==> src/rtl/ysyx_22050039_ifu_pkg.sv <==
// Shared IFU types and constants: FSM state encoding, reset PC and instruction width.
package ysyx_22050039_ifu_pkg;

  localparam int          ysyx_22050039_XLEN     = 64;
  localparam int          ysyx_22050039_INST_LEN = 32;
  localparam logic [63:0] ysyx_22050039_RESET_PC = 64'h8000_0000;

  typedef enum logic [1:0] {
    IDLE = 2'd0,
    REQ  = 2'd1,
    WAIT = 2'd2,
    HOLD = 2'd3
  } Ifu_state;

endpackage

==> src/rtl/ysyx_22050039_ifu_sel.sv <==
// Picks the 32-bit instruction word out of a 64-bit memory beat using pc[2].
// Purely combinational, no flow control.
module ysyx_22050039_ifu_sel
  import ysyx_22050039_ifu_pkg::*;
(
  input  logic [63:0]                       beat,
  input  logic                              hi,
  output logic [ysyx_22050039_INST_LEN-1:0] word
);

  assign word = hi ? beat[63:32] : beat[31:0];

endmodule

==> src/rtl/ysyx_22050039_ifu.sv <==
// Instruction fetch: PC, one-outstanding imem request, {pc, inst} handoff to decode.
// Best case one instruction per 3 cycles; holds inst until decode takes it, redirects squash.
module ysyx_22050039_ifu
  import ysyx_22050039_ifu_pkg::*;
#(
  parameter int              XLEN     = ysyx_22050039_XLEN,
  parameter int              INST_LEN = ysyx_22050039_INST_LEN,
  parameter logic [XLEN-1:0] RESET_PC = XLEN'(ysyx_22050039_RESET_PC)
) (
  input  logic                clk,
  input  logic                rst,
  output logic                imem_req_valid,
  input  logic                imem_req_ready,
  output logic [XLEN-1:0]     imem_req_addr,
  input  logic                imem_resp_valid,
  input  logic [63:0]         imem_resp_data,
  output logic                inst_valid,
  input  logic                inst_ready,
  output logic [INST_LEN-1:0] inst,
  output logic [XLEN-1:0]     inst_pc,
  input  logic                redirect_valid,
  input  logic [XLEN-1:0]     redirect_pc
);

  Ifu_state            state, state_nxt;
  logic [XLEN-1:0]     pc, pc_nxt, redirect_tgt;
  logic                drop, drop_nxt, capture;
  logic [INST_LEN-1:0] sel_word;

  assign redirect_tgt = redirect_pc & {{(XLEN-2){1'b1}}, 2'b00};

  ysyx_22050039_ifu_sel u_sel (
    .beat (imem_resp_data),
    .hi   (pc[2]),
    .word (sel_word)
  );

  always_ff @(posedge clk) begin
    if (!rst) begin
      state   <= IDLE;
      pc      <= RESET_PC;
      drop    <= 1'b0;
      inst    <= '0;
      inst_pc <= '0;
    end else begin
      state <= state_nxt;
      pc    <= pc_nxt;
      drop  <= drop_nxt;
      if (capture) begin
        inst    <= sel_word;
        inst_pc <= pc;
      end
    end
  end

  // Redirect always wins the PC; only an unredirected consume in HOLD steps it by 4.
  always_comb begin
    state_nxt = state;
    pc_nxt    = redirect_valid ? redirect_tgt : pc;
    drop_nxt  = drop;
    capture   = 1'b0;
    case (state)
      IDLE: state_nxt = REQ;
      REQ: begin
        if (imem_req_ready) begin
          state_nxt = WAIT;
          drop_nxt  = redirect_valid;
        end
      end
      WAIT: begin
        if (imem_resp_valid) begin
          drop_nxt = 1'b0;
          if (drop || redirect_valid) begin
            state_nxt = REQ;
          end else begin
            state_nxt = HOLD;
            capture   = 1'b1;
          end
        end else if (redirect_valid) begin
          drop_nxt = 1'b1;
        end
      end
      HOLD: begin
        if (redirect_valid) begin
          state_nxt = REQ;
        end else if (inst_ready) begin
          state_nxt = REQ;
          pc_nxt    = pc + XLEN'(4);
        end
      end
      default: state_nxt = IDLE;
    endcase
  end

  always_comb begin
    imem_req_valid = (state == REQ);
    inst_valid     = (state == HOLD);
    imem_req_addr  = (state == REQ) ? {pc[XLEN-1:3], 3'b000} : '0;
  end

endmodule
==> config.mk <==
export PLATFORM = sky130hd
export DESIGN_NAME = ysyx_22050039_ifu
export DESIGN_NICKNAME = d
export VERILOG_FILES = /design/src/rtl/ysyx_22050039_ifu_pkg.sv /design/src/rtl/ysyx_22050039_ifu_sel.sv /design/src/rtl/ysyx_22050039_ifu.sv
export SDC_FILE = /design/constraint.sdc
export NUM_CORES = 1
export LEC_CHECK = 0
export CORE_MARGIN = 2
export CORE_UTILIZATION = 49
export DETAILED_ROUTE_END_ITERATION = 8
export PLACE_DENSITY = 0.95
export RECOVER_POWER = 25
export SETUP_SLACK_MARGIN = 0.05
export SKIP_CTS_REPAIR_TIMING = 1
export SLEW_MARGIN = 20
export SYNTH_ARGS = -nofsm -noshare
export SYNTH_HDL_FRONTEND = slang
export SYNTH_SLANG_ARGS = --single-unit
==> constraint.sdc <==
create_clock -name clk -period 4.53 [get_ports clk]
set_input_delay 0.453 -clock clk [delete_from_list [all_inputs] [get_ports clk]]
set_output_delay 0.453 -clock clk [all_outputs]
set_load 0.03 [all_outputs]
==> run metrics, run 1 <==
die area 17,900 sq um; top-count cell post-synth nand2_1; fin area 11,800 sq um; critical path class input pin to register; CP delay by family, top buffers and inverters; R2R Path Start pc[17]; DR iter-0 viols 740; Critical Path Fanout Max 77; Synth Cell Area 8240 sq um; EDFF count, synth 0; Switching Share 27.1%; nature of the critical path endpoint register; Core Region 16,500 sq um; kind of start point of the critical path input pin; Mapped Cells 1,067; initial antenna violation count 1; drt total wl 28,000 um; Worst-Margin Slew 1030 ps; unrepaired setup endpoints after global routing false; maximum vdd drop 0.265 mV; Reg clk slew, reported paths 60 ps; Layout Skew 6.66 ps; sequential area share after synthesis 39.6%; Final Cycle Share 70.9%; total CTS buffers 17; post-route insts no fill 1,532; latest clock arrival within the worst-skew pair 420 ps; Starting Density 49.8%; wire per inst 18.3 um; DRC Markers 0; CTS tree built; Area Overhead vs Synth 43.1%; Synth async-reset ratio 0%; # fillers 1,261; f_max 311 MHz; WP buf/inv 3; # rows 47; Hold Startpoint inst_pc[1]; sw power 0.959 mW; final hold violation count 0; IO Port Bufs 290; fin. max-slew vios 0; Die Wd 134 um; CP required 4840 ps; clock root buffer clkbuf_16; share of the synthesized area in the top cell type 39.6%; pre-CTS setup slack 1080 ps; crit path launch redirect_valid; Ys Warns 0; post-route ant nets 0; arrival time at the worst endpoint 3520 ps; HPWL after DPL 19,700 um; first-pass GRT wire length 44,000 um; Placer Congestion 0.895; Hold Path Class register to register; H-tree depth 4; P_int 2.57 mW; Syn Area/Cell 7.72 sq um; drt first pass iters 5; multi-input logic area 4580 sq um; num ports 296; vias 9,034; Post-synth top flop dfxtp_1; MaxCap Viol Count 0; nets@finish 1,436; Die Ht 134 um; layout cell share with drive strength beyond 1 4.58%; Final WS setup 1320 ps; run status completed; CTS max path bufs 2; Synth Register Bits 163; Period minus WS final 3210 ps; Lkg Pwr 4.22 nW; vias per cell 5.90; Gate power share 14.6%; PD cells 300 nW/um^2; post-synthesis cell type count 67; cell at the slowest stage of the critical path clkinv_1; Tot Pwr 3.53 mW; total grt overflow 0; Placed Instances 1,497; FF/Latch Area 3260 sq um; area post-placement 11,100 sq um; commonest cells in the netlist nand2_1, dfxtp_1, a21oi_1; clock share of power 41.6%; Slew HR 31.6%; final setup TNS 0 ps; Yosys top cell by area dfxtp_1; largest net degree at the start of global routing 113; vias in the first global route 8,606; CP Cell Sequence buf_2, buf_4, clkinv_1, and3_1, nor2_1, a22o_1, nand2_1, o311ai_0; clock sink count 163; sequential power share 43.8%; total global-route track usage 30.7%; endpoints failing setup 0; Crit path largest cell delay 820 ps; synth top area cells dfxtp_1, nand2_1, a21oi_1
-- state kept, by name, summed over array words and instances (netlist names) --
signal / count
drop: 1
pc: 64
state: 2
inst_pc: 64
inst: 32
-- per-stage QoR --
step           utilization, %  hold slack [ps]
2_1_floorplan               -              427
3_3_place_gp             67.4              442
3_5_place_dp             67.4              446
4_1_cts                  71.1              454
5_1_grt                  71.3              468
6_report                 71.3              450
-- cells in the final DEF, fill, tap and decap left out, drive strengths merged, types with 36 or more instances in the layout --
cell	count
nor2	79
a211oi	39
a21oi	110
and2	67
nand2	192
dlygate4sd3	80
mux2i	36
nand3	37
dfxtp	163
clkdlybuf4s50	209
-- worst reg2reg max path, delay by kind of cell, from the launching register on --
family,cells,cell delay [ps]
AOI/OAI and AO/OA,1,140
DFF,1,480
and+or+nand+nor,5,2110
-- cell families (layout without fill, tap and decap cells) --
group                      after synthesis  in the layout  synth area share (%)
and+or+nand+nor                        493            493                  29.5
AOI/OAI and AO/OA                      255            255                  19.4
DFF                                    163            163                  39.6
buffers and inverters                  102            343                  4.97
muxes                                   40             40                  4.92
xor gates and xnor gates                 8              8                 0.851
adders and majority gates                5              5                 0.760
other                                    1              5                0.0455
-- power by group through the flow --
stage	clock network [mW]	registers, mW	logic [mW]
final	1.47	1.55	0.516
after floorplan	0	1.56	0.280
after detailed placement	0	1.58	0.515
after CTS	1.48	1.54	0.517
after global routing	1.54	1.55	0.554
after global placement	0	1.57	0.502
-- layout make-up --
type,count,area share [%]
Tap cell,220,2.34
Multi-Input combinational cell,804,38.9
Timing Repair Buffer,300,25.5
Antenna cell,2,0.0425
Inverter,11,0.372
Clock inverter,13,1.29
Sequential cell,163,27.7
Clock buffer,19,3.84
-- worst paths after layout --
| kind | endpoint | slack, ps | cells past startpoint |
|---|---|---|---|
| worst max-delay path | pc[45] | 1320 | 8 |
| worst max register to register | pc[57] | 1720 | 6 |
| worst min-delay path | inst_pc[1] | 450 | 2 |
| worst min register to register | inst_pc[1] | 450 | 2 |
-- per-layer routing --
layer  track usage [%]  vias to the layer above  share of wire [%]
met1              34.7                     4201                 36
met4              14.7                        0                3.5
met3              6.85                       84                9.0
met5                 0                        -                  0
li1                  -                     4254                  -
met2              54.7                      495                 52
(Power assumes the default switching activity.)
==> run 2, diff against run 1 <==
- CORE_UTILIZATION: 49 -> 41
- PLACE_DENSITY: 0.95 -> 0.88
- clock period: 4.53 -> 2.65 ns (I/O delays scaled with it)
==> run 2 against run 1 <==
Against the previous run:
- non-clock buffer count increased by 50
- flip-flop and latch count unchanged
- first-iteration DRC count shrank 26%
- wire length grew 5.6%
- register-to-register slack worse by 1500 ps
==> run metrics, run 2 (synthesized netlist as in run 1, its figures left out) <==
drt total wl 29,600 um (+5.6%); fin. max-slew vios 0 (unchanged); most frequent cells in the layout clkdlybuf4s50_1, nand2_1, dfxtp_1, a21oi_1, nor2_1; vias 9,241 (+2.3%); unrepaired setup endpoints after global routing false; DRC Markers 0 (unchanged); Worst-Margin Slew 1010 ps (-18.4 ps); critical path class register to primary output; total global-route track usage 27.2% (-3.5 points); Final Cycle Share 95.1%; maximum vdd drop 0.466 mV (+76%); met1 Usage GRT 30.6% (-4.1 points); total grt overflow 0 (unchanged); PD cells 513 nW/um^2 (+71%); vias in the first global route 8,826 (+2.6%); Lkg Pwr 4.49 nW (+6.5%); worst setup path end imem_req_addr[8]; H-tree depth 4 (unchanged); Area Overhead vs Synth 49.3%; CP required 2380 ps (-2460 ps); endpoints failing setup 0 (unchanged); initial antenna violation count 1 (unchanged); Slew HR 32.6% (+0.98 points); Die Wd 146 um (+9.0%); die area 21,200 sq um (+19%); crit path launch state[0]; Critical Path Fanout Max 42 (-45%); layout cell share with drive strength beyond 1 8.02% (+3.4 points); Period minus WS final 2520 ps; final core occ 62.8% (-8.5 points); Hold Path Class input pin to register; arrival time at the worst endpoint 2260 ps (-1260 ps); HPWL after DPL 21,600 um (+9.8%); R2R Path Start pc[15]; met2 global-route usage 48.4% (-6.3 points); kind of start point of the critical path register; CTS tree built; first-pass GRT wire length 46,400 um (+5.5%); Starting Density 42.0% (-7.8 points); clock root buffer clkbuf_16; f_max 397 MHz; vias per cell 5.69 (-3.6%); Die Ht 146 um (+9.0%); flop2flop setup slack 230 ps (-1490 ps); DR iter-0 viols 546 (-26%); commonest non-fill, non-tap cell in the layout clkdlybuf4s50_1; run status completed; area post-placement 11,600 sq um (+4.4%); reg2reg path depth 7 (+1); num ports 296 (unchanged); GR peak layer met2; total CTS buffers 17 (unchanged); # rows 51 (+8.5%); Placer Congestion 0.918 (+2.6%); nets@finish 1,486 (+3.5%); final hold violation count 0 (unchanged); Critical R2R Capture pc[58]; Core Region 19,600 sq um (+19%); Largest regs inst_pc (64), pc (64), inst (32); post-route ant nets 0 (unchanged); MaxCap Viol Count 0 (unchanged); CTS max path bufs 2 (unchanged); IO Port Bufs 290 (unchanged); fin area 12,300 sq um (+4.4%); wire per inst 18.2 um (-0.43%); final setup TNS 0 ps (unchanged); clock sink count 163 (unchanged); drt first pass iters 5 (unchanged); met3 usage 6.90% (+0.047 points); latest clock arrival within the worst-skew pair 440 ps (+20 ps); nature of the critical path endpoint primary output; largest net degree at the start of global routing 87 (-23%); Reg clk slew, reported paths 60 ps (about the same); Worst Hold Path Cells 3 (+1); Layout Skew 12.3 ps (+5.61 ps)
-- run 2: changes by cell type in the layout (fill, tap and decap cells not counted), sizes merged --
| cell | before | now |
|---|---|---|
| inv | 13 | 11 |
| dlymetal6s2s | 0 | 1 |
| buf | 11 | 60 |
| clkinv | 6 | 5 |
| clkdlybuf4s50 | 209 | 212 |
| bufinv | 2 | 5 |
| diode | 2 | 1 |
| dlygate4sd3 | 80 | 76 |
-- run 2: layout make-up --
cell class / instances / area, sq um
Fill cell: 1632 / 7300
Multi-Input combinational cell: 804 / 4590
Clock inverter: 13 / 209
Clock buffer: 18 / 429
Inverter: 11 / 43.8
Sequential cell: 163 / 3260
Tap cell: 265 / 332
Timing Repair Buffer: 350 / 3430
Antenna cell: 1 / 2.50
-- run 2: metrics by stage --
stage / hold WS (ps) / power [mW] / instances / worst slack, ps
after global routing: 416 / 6.52 / 1625 / 54.5
after CTS: 390 / 6.34 / 1623 / 42.6
final: 410 / 6.31 / 1625 / 129
after detailed placement: 443 / 3.64 / 1592 / 192
after floorplan: 408 / 3.14 / 1069 / 391
after global placement: 442 / 3.62 / 1592 / 248
-- run 2: where the power goes --
group          total [mW]  internal [mW]  switching [mW]
clock                2.72           1.67            1.05
combinational       0.993          0.469           0.524
sequential           2.60           2.52          0.0776
-- run 2: routing by layer --
| metal | vias to the layer above | routed length, um |
|---|---|---|
| met2 | 483 | 14800 |
| met1 | 4308 | 10900 |
| met5 | - | 0 |
| li1 | 4354 | - |
| met4 | 0 | 1260 |
| met3 | 96 | 2560 |
-- run 2: worst max-delay path: stages, from the launching register on --
cell and delay, ps:
dfxtp_1 430, ha_2 230, buf_6 250, and2_1 190
clkdlybuf4s50_1 700
-- run 2: how the worst min path moves through the flow --
stage	from	end	slack, ps
2_1_floorplan	redirect_pc[2]	pc[2]	410
3_3_place_gp	inst_pc[28]	inst_pc[28]	440
3_5_place_dp	pc[0]	inst_pc[0]	440
4_1_cts	redirect_valid	state[1]	390
5_1_grt	redirect_pc[62]	pc[62]	420
6_report	redirect_pc[62]	pc[62]	410
